## config.mk

```make
export PLATFORM = sky130hd
export DESIGN_NAME = nx_indirect_access_ram_arb
export DESIGN_NICKNAME = d
export VERILOG_FILES = /design/src/rtl/nx_indirect_access_ram_arb.sv
export SDC_FILE = /design/constraint.sdc
export NUM_CORES = 1
export LEC_CHECK = 0
export ABC_AREA = 1
export ABC_CLOCK_PERIOD_IN_PS = 1890
export CAP_MARGIN = 20
export CORE_AREA = 2 2 246 248
export DETAILED_ROUTE_END_ITERATION = 10
export DIE_AREA = 0 0 248 250
export SETUP_SLACK_MARGIN = 0.2
export SYNTH_ARGS = -nofsm -noshare
export SYNTH_HDL_FRONTEND = slang
export SYNTH_SLANG_ARGS = --single-unit
```

## constraint.sdc

```tcl
create_clock -name clk -period 1.89 [get_ports clk]
set_clock_uncertainty 0.05 [all_clocks]
set_input_delay 0.2835 -clock clk [delete_from_list [all_inputs] [get_ports clk]]
set_output_delay 0.2835 -clock clk [all_outputs]
set_load 0.01 [all_outputs]
```

## src/rtl/nx_indirect_access_ram_arb.sv

```systemverilog
`default_nettype none
// +--------------------------------------------------------------------------+
// | nx_indirect_access_ram_arb: single-port RAM arbiter, HW port vs SW port  |
// | with anti-starvation burst limit and registered compare result.          |
// | Revision: 1.0                                                            |
// +--------------------------------------------------------------------------+
module nx_indirect_access_ram_arb #(
  parameter int N_DATA_BITS  = 96,
  parameter int N_ADDR_BITS  = 9,
  parameter int HW_BURST_MAX = 8
) (
  input  logic                   clk,
  input  logic                   rst_n,
  input  logic                   sw_cs,
  input  logic                   sw_ce,
  input  logic                   sw_we,
  input  logic [N_ADDR_BITS-1:0] sw_add,
  input  logic [N_DATA_BITS-1:0] sw_wdat,
  output logic [N_DATA_BITS-1:0] sw_rdat,
  output logic                   sw_match,
  output logic [7:0]             sw_aindex,
  output logic                   grant,
  input  logic                   yield,
  input  logic                   reset,
  input  logic                   hw_req,
  input  logic                   hw_we,
  input  logic [N_ADDR_BITS-1:0] hw_addr,
  input  logic [N_DATA_BITS-1:0] hw_wdat,
  output logic                   hw_gnt,
  output logic                   hw_rvalid,
  output logic [N_DATA_BITS-1:0] hw_rdat,
  output logic                   ram_cs,
  output logic                   ram_we,
  output logic [N_ADDR_BITS-1:0] ram_addr,
  output logic [N_DATA_BITS-1:0] ram_wdat,
  input  logic [N_DATA_BITS-1:0] ram_rdat
);

  localparam int CNT_W = $clog2(HW_BURST_MAX + 1);
  localparam logic [CNT_W-1:0] C_BURST_MAX = CNT_W'(HW_BURST_MAX);

  typedef enum logic [1:0] {
    TAG_NONE = 2'd0,
    TAG_SW   = 2'd1,
    TAG_CMP  = 2'd2,
    TAG_HW   = 2'd3
  } tag_t;

  tag_t                   r_tag;
  tag_t                   w_tag_nxt;
  logic [CNT_W-1:0]       r_burst_cnt;
  logic [N_DATA_BITS-1:0] r_sw_rdat;
  logic [N_DATA_BITS-1:0] r_hw_rdat;
  logic [N_DATA_BITS-1:0] r_cmp_data;
  logic [7:0]             r_cmp_idx;
  logic                   r_match;
  logic [7:0]             r_aindex;
  logic                   w_sel_sw;
  logic                   w_ret_sw;
  logic                   w_ret_cmp;
  logic                   w_ret_hw;

  assign w_sel_sw = sw_cs & (~hw_req | yield | reset | (r_burst_cnt == C_BURST_MAX));
  assign grant    = rst_n & w_sel_sw;
  assign hw_gnt   = rst_n & hw_req & ~w_sel_sw;

  assign ram_cs   = grant | hw_gnt;
  assign ram_we   = grant ? (sw_we & ~sw_ce) : (hw_gnt & hw_we);
  assign ram_addr = grant ? sw_add  : hw_addr;
  assign ram_wdat = grant ? sw_wdat : hw_wdat;

  // Return strobes are gated by rst_n so a reset in the data cycle suppresses them.
  assign w_ret_sw  = rst_n & (r_tag == TAG_SW);
  assign w_ret_cmp = rst_n & (r_tag == TAG_CMP);
  assign w_ret_hw  = rst_n & (r_tag == TAG_HW);

  assign sw_rdat   = w_ret_sw ? ram_rdat : r_sw_rdat;
  assign hw_rvalid = w_ret_hw;
  assign hw_rdat   = w_ret_hw ? ram_rdat : r_hw_rdat;
  assign sw_match  = r_match;
  assign sw_aindex = r_aindex;

  always_comb begin
    w_tag_nxt = TAG_NONE;
    if (grant && !sw_we) begin
      w_tag_nxt = sw_ce ? TAG_CMP : TAG_SW;
    end else if (hw_gnt && !hw_we) begin
      w_tag_nxt = TAG_HW;
    end
  end

  always_ff @(posedge clk) begin
    if (!rst_n) begin
      r_tag <= TAG_NONE;
    end else begin
      r_tag <= w_tag_nxt;
    end
  end

  always_ff @(posedge clk) begin
    if (!rst_n) begin
      r_burst_cnt <= '0;
    end else if (grant || !sw_cs) begin
      r_burst_cnt <= '0;
    end else if (hw_gnt && (r_burst_cnt != C_BURST_MAX)) begin
      r_burst_cnt <= r_burst_cnt + 1'b1;
    end
  end

  always_ff @(posedge clk) begin
    if (!rst_n) begin
      r_sw_rdat  <= '0;
      r_hw_rdat  <= '0;
      r_cmp_data <= '0;
      r_cmp_idx  <= '0;
      r_match    <= 1'b0;
      r_aindex   <= '0;
    end else begin
      if (grant && sw_ce && !sw_we) begin
        r_cmp_data <= sw_wdat;
        r_cmp_idx  <= sw_add[7:0];
      end
      if (w_ret_sw) begin
        r_sw_rdat <= ram_rdat;
      end
      if (w_ret_hw) begin
        r_hw_rdat <= ram_rdat;
      end
      if (w_ret_cmp) begin
        r_match  <= (ram_rdat == r_cmp_data);
        r_aindex <= r_cmp_idx;
      end
    end
  end

endmodule
`default_nettype wire

```

==> results of run 1 <==
==> cells in the final DEF (no fill, tap or decap), types with 5 or more instances in the layout <==
| cell | instances |
|---|---|
| a211oi_1 | 96 |
| nor2_1 | 158 |
| a21oi_1 | 140 |
| o21ai_1 | 95 |
| a21oi_2 | 61 |
| o21ai_0 | 54 |
| buf_6 | 122 |
| nand2_2 | 106 |
| inv_1 | 402 |
| clkbuf_1 | 14 |
| or2_2 | 24 |
| buf_8 | 29 |
| buf_2 | 119 |
| clkbuf_2 | 36 |
| xor2_1 | 57 |
| clkbuf_16 | 71 |
| inv_2 | 95 |
| buf_4 | 406 |
| o21ai_2 | 47 |
| o21ai_4 | 15 |
| clkbuf_8 | 10 |
| dlymetal6s2s_1 | 56 |
| buf_12 | 40 |
| nand3_4 | 5 |
| dfxtp_1 | 307 |
| nand2_4 | 66 |
| clkdlybuf4s50_1 | 332 |
| or2_4 | 72 |
| nand3_1 | 13 |
| buf_16 | 13 |
| nand2_1 | 383 |
==> registers in the layout (all words and copies together) (netlist names) <==
name	count
sw_aindex	8
r_hw_rdat	96
r_tag	2
r_cmp_idx	8
sw_match	1
r_sw_rdat	96
r_cmp_data	96
r_burst_cnt	4
==> worst reg2reg max path: stages (launching register included) <==
cell and delay, ns:
dfxtp_2 0.32, inv_2 0.07, ha_4 0.14, nand3_4 0.08, nand3_4 0.08, nand3_4 0.17
inv_12 0.14, buf_12 0.12, buf_6 0.09, buf_6 0.08, buf_12 0.10, buf_16 0.13
buf_4 0.16, nand3_4 0.16, buf_16 0.21, buf_4 0.25, o21ai_1 0.13, a21oi_1 0.06
==> Yosys cell counts (all sizes together) <==
| master | number |
|---|---|
| a211oi | 96 |
| a21oi | 204 |
| buf | 61 |
| clkbuf | 72 |
| dfxtp | 311 |
| ha | 2 |
| inv | 503 |
| nand2 | 555 |
| nand3 | 19 |
| nand4 | 2 |
| nor2 | 159 |
| nor3 | 2 |
| o21ai | 211 |
| o31ai | 1 |
| o32ai | 1 |
| or2 | 96 |
| xnor2 | 2 |
| xor2 | 57 |
==> final cells by class <==
cell class                      instances  share of cell area
Sequential cell                       311               0.205
Tap cell                              782              0.0322
Clock buffer                           64              0.0392
Antenna cell                            2            0.000165
Timing Repair Buffer                 1186               0.382
Multi-Input combinational cell       1407               0.276
Inverter                              503              0.0630
Clock inverter                          5             0.00222
==> metrics by stage <==
stage | setup WS (ns) | instance area [um^2] | power (mW) | TNS, ns | hold WS [ns]
6_report | -0.768 | 30400 | 18.6 | -225.60 | 0.290
4_1_cts | -0.942 | 26600 | 18.1 | -287.85 | 0.258
2_1_floorplan | 0.160 | 15700 | 8.20 | 0 | 0.335
3_5_place_dp | -0.574 | 25200 | 10.5 | -163.00 | 0.393
5_1_grt | -0.873 | 30400 | 19.4 | -263.07 | 0.268
3_3_place_gp | -0.550 | 25200 | 10.5 | -159.61 | 0.389
==> logic make-up (layout without fill, tap and decap cells) <==
| group | count (synthesis) | after routing | share of synthesized area |
|---|---|---|---|
| buffers and inverters | 636 | 1758 | 0.163 |
| xor gates and xnor gates | 59 | 59 | 0.0333 |
| AOI/OAI and AO/OA | 513 | 513 | 0.181 |
| DFF | 311 | 311 | 0.401 |
| and+or+nand+nor | 833 | 833 | 0.220 |
| other | 0 | 2 | 0 |
| adders and majority gates | 2 | 2 | 0.00161 |
==> routing by layer <==
metal  wire (um)  part of all wire  up-vias  track usage
met1       32400              0.43     8687        0.247
met4        2250             0.030        2       0.0541
met5          11           0.00015        -            0
met3        4190             0.055      124       0.0361
met2       37000              0.49      554        0.331
li1            -                 -     9408            -
==> power breakdown <==
part,total [mW],switching [mW],internal [mW]
sequential,6.81,0.0718,6.74
clock,7.49,3.06,4.43
combinational,4.32,2.06,2.27
total,18.6,5.19,13.4
==> path summary, 6_finish.rpt <==
| kind | start | endpoint | slack [ns] | cells past startpoint |
|---|---|---|---|---|
| max | r_burst_cnt[0] | ram_wdat[51] | -0.77 | 12 |
| min | sw_we | r_tag[0] | 0.29 | 2 |
| max reg2reg | r_burst_cnt[0] | r_cmp_data[37] | -0.77 | 17 |
| min reg2reg | r_cmp_idx[2] | r_cmp_idx[2] | 0.40 | 2 |
==> repair_timing <==
action / CTS / global route
pin swaps: 4 / 69
resized for setup: 229 / 1479
hold buffers: 1 / 0
endpoints found under the hold margin: 2 / 0
setup buffers: 9 / 146
setup endpoints to repair: 421 / 430
gates cloned: 4 / 43
==> impl_metrics.py, run 1 <==
metrics = {
    "synth": {
        "synth-seq-cells": 311,
        "synthCells": 2354,
        "synth_area_leaders": "dfxtp_1, nand2_1, inv_1",
        "synth.cell_area_um2": 15500,
        "yosys_warnings": 0,
        "synth_top_area_share": 0.401,
        "synthDistinctLibCells": 27,
        "synth_top_area_cell": "dfxtp_1",
        "yosysSeqAreaShare": 0.401,
        "syn_nets": 2671,
        "syn_avg_cell_area_um2": 6.59,
    },
    "die": {
        "rows": 90,
        "dieArea_um2": 62000,
        "num_io_pins": 626,
        "die_h_um": 250,
        "coreArea_um2": 59600,
        "fp.dieW_um": 248,
        "start_util": 0.261,
    },
    "layout": {
        "nFillCells": 5655,
        "seqCellArea_um2": 6230,
        "fin_cells": 4260,
        "syn2layout_area_growth_pct": 95.8,
        "final_nets": 3765,
        "fin_util": 0.510,
        "multi_input_area_um2": 8400,
        "layout-drive-gt1-share": 0.391,
    },
    "critical_path": {
        "cp_common_cell": "nand3_4",
        "required_ns": 1.56,
        "path_buf_inv": 6,
        "critPathSlowestCell": "dfxtp_2",
        "worstPathArrival_ns": 2.32,
        "path_cells": "inv_2 > ha_4 > nand3_4 > nand3_4 > nand3_4 > buf_12 > buf_12 > buf_16 > buf_4 > nand2_4 > nand2_2 > clkbuf_2",
        "crit_path_max_incr_delay_ns": 0.32,
        "critPathTopFamily": "buffers and inverters",
        "startpoint_type": "flip-flop",
        "critical_path_class": "flip-flop to output pin",
        "cp_max_fo": 7,
        "end_kind": "output pin",
    },
    "timing": {
        "timing.final.crit_period_ns": 2.66,
        "hold_viol": 0,
        "drv_slew": 0,
        "rsz0062_at_grt": "yes",
        "slew_headroom": 0.585,
        "setup_viol": 407,
        "fin_crit_sh": 1.41,
        "setup_ws_ns": -0.768,
        "worstMarginPinSlew_ns": 0.623,
        "fmax_ghz": 0.376,
    },
    "global_route": {
        "grt_max_degree": 70,
        "grt_overflow_total": 0,
        "grt_pass1_wl_mm": 92.3,
        "track_usage": 0.194,
        "grt_pass1_vias": 16000,
        "antenna_found_initial": 2,
    },
    "routing": {
        "post_drt_via_cell_ratio": 4.41,
        "avgRoutedWirePerCell_um": 17.8,
        "drt_pass1_iterations": 5,
        "routed_wl_mm": 75.8,
        "ant_nets": 0,
        "drt-initial-drc-count": 956,
        "drc_errors": 0,
        "num_vias": 18800,
    },
    "power": {
        "p_per_area_nw_per_um2": 613,
        "vdd_drop_max_mv": 0.492,
        "p_leak_nw": 15.9,
    },
    "cts": {
        "cts_made_buffers": 39,
        "tritoncts": "yes",
        "clkTransAtPathRegs_ns": 0.06,
        "htree_levels": 2,
        "clk_path_buf_depth": 3,
        "root_buffer": "clkbuf_16",
        "clkLatencyLatePin_ns": 0.56,
        "cts_sinks": 311,
    },
    "place": {
        "port_buffers": 625,
        "place_congestion": 0.822,
        "dp_hpwl_mm": 47.1,
        "placed_cells": 3986,
    },
    "status": {
        "violations": "setup timing",
        "status": "finished, violations left",
    },
    "min_path": {
        "hold_path.class": "primary input to flip-flop",
    },
    "job": {
        "cap_violations": 0,
    },
}
No activity file was read; power rests on OpenSTA's default activity.
==> inputs of run 2 (changes only) <==
--- a/config.mk
+++ b/config.mk
@@ -11,7 +11,7 @@
 export CORE_AREA = 2 2 246 248
 export DETAILED_ROUTE_END_ITERATION = 10
 export DIE_AREA = 0 0 248 250
-export SETUP_SLACK_MARGIN = 0.2
+export SETUP_SLACK_MARGIN = 0.1
 export SYNTH_ARGS = -nofsm -noshare
 export SYNTH_HDL_FRONTEND = slang
 export SYNTH_SLANG_ARGS = --single-unit
==> run 2 against run 1 <==
Compared with the run above:
- the flow still finishes with violations (setup timing)
- wire length grew 3.1%
- die area unchanged
- sequential cell count stayed put
- clock-buffer cell count down 3
- first-iteration DRC count shrank 1.8%
- register-to-register slack improved by 0.42 ns
- sequential share of layout area is 0.74 points lower
- design area rose by 3.7%
- fmax is 1.8% lower
- largest power group unchanged
==> impl_metrics.py, run 2 (synthesis gave the netlist of run 1 again) <==
metrics = {
    "power": {
        "power_frac_comb": 0.236,
        "power_switching_mw": 5.28,
        "switching_share": 0.281,
        "internal_power_mw": 13.5,
        "p_leak_nw": 15.6,
        "p_seq_frac": 0.362,
        "fin_total_pwr_mw": 18.8,
        "clkPwrFrac": 0.402,
        "vdd_drop_max_mv": 0.509,
        "p_per_area_nw_per_um2": 596,
    },
    "cts": {
        "cts_hold_buf": 0,
        "clkLatencyLatePin_ns": 0.55,
        "cts_sinks": 311,
        "cts_made_buffers": 41,
        "tritoncts": "yes",
        "root_buffer": "clkbuf_16",
        "htree_levels": 2,
        "clk_path_buf_depth": 3,
        "clkTransAtPathRegs_ns": 0.06,
    },
    "die": {
        "rows": 90,
        "fp.dieW_um": 248,
        "dieArea_um2": 62000,
        "num_io_pins": 626,
        "coreArea_um2": 59600,
        "die_h_um": 250,
        "start_util": 0.261,
    },
    "routing": {
        "drc_errors": 0,
        "routed_wl_mm": 78.2,
        "num_vias": 19200,
        "post_drt_via_cell_ratio": 4.43,
        "ant_nets": 0,
        "avgRoutedWirePerCell_um": 18.0,
        "drt-initial-drc-count": 939,
        "drt_pass1_iterations": 5,
    },
    "critical_path": {
        "startpoint_type": "flip-flop",
        "worstPathArrival_ns": 2.37,
        "required_ns": 1.56,
        "path_cells": "inv_2 > ha_4 > nand3_4 > nand3_4 > nand3_4 > buf_12 > buf_12 > buf_8 > buf_16 > buf_8 > nand2_2 > nand2_1 > buf_2",
        "critPathTopFamily": "buffers and inverters",
        "cp_max_fo": 5,
        "end_kind": "output pin",
        "critical_path_class": "flip-flop to output pin",
        "path_buf_inv": 7,
        "crit_path_max_incr_delay_ns": 0.32,
        "critPathSlowestCell": "dfxtp_2",
        "cp_common_cell": "nand3_4",
    },
    "global_route": {
        "track_usage": 0.229,
        "grt_pass1_vias": 17900,
        "grt_pass1_wl_mm": 108,
        "grt_overflow_total": 0,
        "antenna_found_initial": 1,
        "grt_max_degree": 71,
    },
    "timing": {
        "finalSetupTns_ns": -195.41,
        "rsz0062_at_grt": "yes",
        "drv_slew": 0,
        "timing.final.crit_period_ns": 2.71,
        "setup_ws_ns": -0.817,
        "slew_headroom": 0.544,
        "holdWs_ns": 0.303,
        "fmax_ghz": 0.369,
        "fin_crit_sh": 1.43,
        "hold_viol": 0,
        "setup_viol": 420,
        "worstMarginPinSlew_ns": 0.685,
    },
    "layout": {
        "stdcell_area_um2": 31500,
        "final_cell_mix": "buf_4, nand2_1, inv_1",
        "final_nets": 3851,
        "reg_top3": "r_cmp_data: 96 flops, r_hw_rdat: 96 flops, r_sw_rdat: 96 flops",
        "syn2layout_area_growth_pct": 103,
        "layout-drive-gt1-share": 0.449,
        "mostFrequentLayoutCell": "buf_4",
    },
    "status": {
        "violations": "setup timing",
        "status": "finished, violations left",
    },
    "place": {
        "dp_slack_ns": -0.615,
        "placed_area_um2": 25100,
        "dp_hpwl_mm": 49.1,
        "port_buffers": 625,
        "place_congestion": 0.871,
    },
    "min_path": {
        "hold_path.class": "primary input to flip-flop",
    },
    "job": {
        "cap_violations": 0,
    },
}
run 2: changes by cell type in the layout (fill, tap and decap cells not counted), moves of 44 or more:
cell	delta
buf_2	+58
buf_4	+55
dlymetal6s2s_1	-49
nand2_2	+44
o21ai_0	+50
o21ai_1	-84
o21ai_4	+55
run 2: worst reg2reg max path, cell delays in order, from the launching register on:
cell     delay [ns]
dfxtp_2        0.32
inv_2          0.07
ha_4           0.13
nand3_4        0.09
nand3_4        0.10
nand3_4        0.14
inv_8          0.12
buf_12         0.12
buf_12         0.12
buf_4          0.12
nand3_4        0.08
buf_12         0.17
buf_12         0.18
o21ai_0        0.23
a21oi_1        0.08
run 2: power by group through the flow:
stage	logic, mW	registers [mW]	clock network [mW]
2_1_floorplan	1.23	6.93	0
3_3_place_gp	3.56	6.94	0
3_5_place_dp	3.56	6.94	0
4_1_cts	3.90	6.80	7.72
5_1_grt	4.74	6.82	7.98
6_report	4.43	6.81	7.56
run 2: worst paths after layout:
check / startpoint / end / slack, ns / depth (start not counted)
worst max-delay path: r_burst_cnt[0] / ram_wdat[75] / -0.82 / 13
worst max register to register: r_burst_cnt[0] / r_cmp_data[61] / -0.35 / 14
worst min register to register: r_cmp_idx[2] / r_cmp_idx[2] / 0.40 / 2
worst min-delay path: rst_n / sw_aindex[3] / 0.30 / 5
run 2: through the flow:
stage	cells	utilization
2_1_floorplan	2354	-
3_3_place_gp	3965	0.421
3_5_place_dp	3965	0.421
4_1_cts	4213	0.484
5_1_grt	4342	0.529
6_report	4343	0.529
run 2: what timing repair did:
item                                    in CTS  in global routing
resized for setup                         1449                798
cloned                                      38                 10
setup buffers                              143                141
endpoints found under the setup margin     416                476
pin swaps                                   39                 62
run 2: final cells by class:
cell class              instances  area (um^2)
multi-input cells            1407         8890
diodes                          1         2.50
fillers                      5534        28000
well taps                     782          978
flip-flops and latches        311         6230
inverters                     503         1910
clock inverters                 8         55.1
clock buffers                  61         1230
repair buffers               1270        12200
run 2: metal layers:
layer / vias to the layer above / part of all wire / track usage
li1: 9551 / - / -
met1: 9005 / 0.43 / 0.292
met4: 2 / 0.034 / 0.0719
met5: - / 0.00012 / 0
met3: 144 / 0.043 / 0.0303
met2: 520 / 0.50 / 0.395
==> inputs of run 3 (changes only) <==
--- a/config.mk
+++ b/config.mk
@@ -6,11 +6,11 @@
 export NUM_CORES = 1
 export LEC_CHECK = 0
 export ABC_AREA = 1
-export ABC_CLOCK_PERIOD_IN_PS = 1890
+export ABC_CLOCK_PERIOD_IN_PS = 3100
 export CAP_MARGIN = 20
-export CORE_AREA = 2 2 246 248
+export CORE_AREA = 2 2 241 243
 export DETAILED_ROUTE_END_ITERATION = 10
-export DIE_AREA = 0 0 248 250
+export DIE_AREA = 0 0 243 245
 export SETUP_SLACK_MARGIN = 0.1
 export SYNTH_ARGS = -nofsm -noshare
 export SYNTH_HDL_FRONTEND = slang
==> constraint.sdc (replaced) <==
create_clock -name clk -period 3.1 [get_ports clk]
set_clock_uncertainty 0.05 [all_clocks]
set_input_delay 0.465 -clock clk [delete_from_list [all_inputs] [get_ports clk]]
set_output_delay 0.465 -clock clk [all_outputs]
set_load 0.01 [all_outputs]
==> run 3 against run 2 <==
Compared with the run above:
- critical path type unchanged
- largest cell class unchanged
- the run now ends clean
- die area shrank 4.0%
- sequential power fell by 39%
- non-clock buffer count fell by 591
==> impl_metrics.py, run 3 (synthesis gave the netlist of run 1 again) <==
metrics = {
    "global_route": {
        "grt_max_degree": 123,
        "grt_pass1_vias": 14800,
        "antenna_found_initial": 3,
        "grt_pass1_wl_mm": 88.0,
        "grt_overflow_total": 0,
        "track_usage": 0.191,
    },
    "status": {
        "status": "completed",
    },
    "timing": {
        "worstMarginPinSlew_ns": 0.781,
        "holdWs_ns": 0.402,
        "slew_headroom": 0.479,
        "hold_viol": 0,
        "fmax_ghz": 0.344,
        "setup_viol": 0,
        "rsz0062_at_grt": "yes",
        "fin_crit_sh": 0.939,
        "timing.final.crit_period_ns": 2.91,
        "finalSetupTns_ns": 0,
        "drv_slew": 0,
    },
    "layout": {
        "final_nets": 3258,
        "final_cell_mix": "nand2_1, inv_1, clkdlybuf4s50_1",
        "mostFrequentLayoutCell": "nand2_1",
        "layout-drive-gt1-share": 0.0771,
        "nFillCells": 6020,
        "syn2layout_area_growth_pct": 55.8,
        "reg_top3": "r_cmp_data: 96 flops, r_hw_rdat: 96 flops, r_sw_rdat: 96 flops",
    },
    "critical_path": {
        "crit_path_max_incr_delay_ns": 0.57,
        "path_cells": "inv_1 > nor2_4 > buf_12 > buf_4 > bufbuf_16 > a21oi_2 > clkdlybuf4s50_1",
        "required_ns": 2.58,
        "cp_max_fo": 19,
        "end_kind": "output pin",
        "worstPathArrival_ns": 2.40,
        "critPathSlowestCell": "clkdlybuf4s50_1",
        "critical_path_class": "flip-flop to output pin",
        "reg2reg_slack_ns": 0.62,
        "startpoint_type": "flip-flop",
    },
    "die": {
        "rows": 88,
        "dieArea_um2": 59500,
        "start_util": 0.272,
        "num_io_pins": 626,
        "coreArea_um2": 57000,
        "die_h_um": 245,
        "fp.dieW_um": 243,
    },
    "routing": {
        "routed_wl_mm": 60.5,
        "drc_errors": 0,
        "num_vias": 16000,
        "avgRoutedWirePerCell_um": 16.2,
        "drt-initial-drc-count": 622,
        "ant_nets": 0,
        "post_drt_via_cell_ratio": 4.28,
        "drt_pass1_iterations": 5,
    },
    "place": {
        "dp_hpwl_mm": 42.9,
        "port_buffers": 625,
        "place_congestion": 0.815,
    },
    "cts": {
        "tritoncts": "yes",
        "cts_hold_buf": 0,
        "clk_path_buf_depth": 3,
        "clkLatencyLatePin_ns": 0.55,
        "htree_levels": 2,
        "clkTransAtPathRegs_ns": 0.06,
        "cts_made_buffers": 39,
        "cts_sinks": 311,
        "root_buffer": "clkbuf_16",
    },
    "power": {
        "vdd_drop_max_mv": 0.301,
        "p_leak_nw": 12.3,
        "p_per_area_nw_per_um2": 445,
    },
    "job": {
        "cap_violations": 0,
    },
    "min_path": {
        "hold_path.class": "flip-flop to flip-flop",
    },
}
run 3: layout make-up:
class	count	area, um^2	share of cell area
multi-input cells	1407	6820	0.282
repair buffers	679	6920	0.286
diodes	1	2.50	0.000103
flip-flops and latches	311	6230	0.258
inverters	503	1910	0.0788
clock inverters	11	139	0.00574
well taps	765	957	0.0396
clock buffers	59	1200	0.0498
run 3: critical path, delay by kind of cell, from the launching register on:
| kind | cells | cell delay (ns) |
|---|---|---|
| AND/OR/NAND/NOR | 1 | 0.07 |
| AO/OA/AOI/OAI | 1 | 0.18 |
| buffers and inverters | 5 | 1.31 |
| flip-flops | 1 | 0.30 |
run 3: final timing paths:
kind,from,end,cells past startpoint
worst max-delay path,r_tag[1],hw_rdat[38],7
worst min-delay path,r_cmp_idx[0],r_cmp_idx[0],2
worst max register to register,r_burst_cnt[0],r_cmp_data[46],13
worst min register to register,r_cmp_idx[0],r_cmp_idx[0],2
run 3: metal layers:
metal	vias up	global-route usage	wire length, um
li1	8368	-	-
met1	7121	0.240	26900
met2	416	0.332	29100
met3	75	0.0385	3190
met4	0	0.0487	1290
met5	-	0	0
run 3: per-stage QoR:
stage	power [mW]	util	cells	worst slack (ns)	instance area, um^2
final	10.8	0.424	3736	0.190	24200
after global routing	11.2	0.424	3735	0.0896	24200
after CTS	10.9	0.420	3725	0.0147	24000
after detailed placement	6.12	0.396	3645	0.244	22600
after global placement	6.12	0.396	3645	0.256	22600
after floorplan	4.97	-	2354	0.997	15500
run 3: power by group:
part	total, mW	internal, mW	leakage [nW]	switching [mW]
logic	1.86	0.925	9.11	0.931
registers	4.15	4.11	2.52	0.0397
clock network	4.75	2.93	0.659	1.83
run 3: timing repair:
item | 4_1_cts | 5_1_grt
pin swaps | 0 | 1
endpoints found under the setup margin | 185 | 15
gates cloned | 6 | 4
gates resized for setup | 199 | 31
setup buffers | 4 | 6
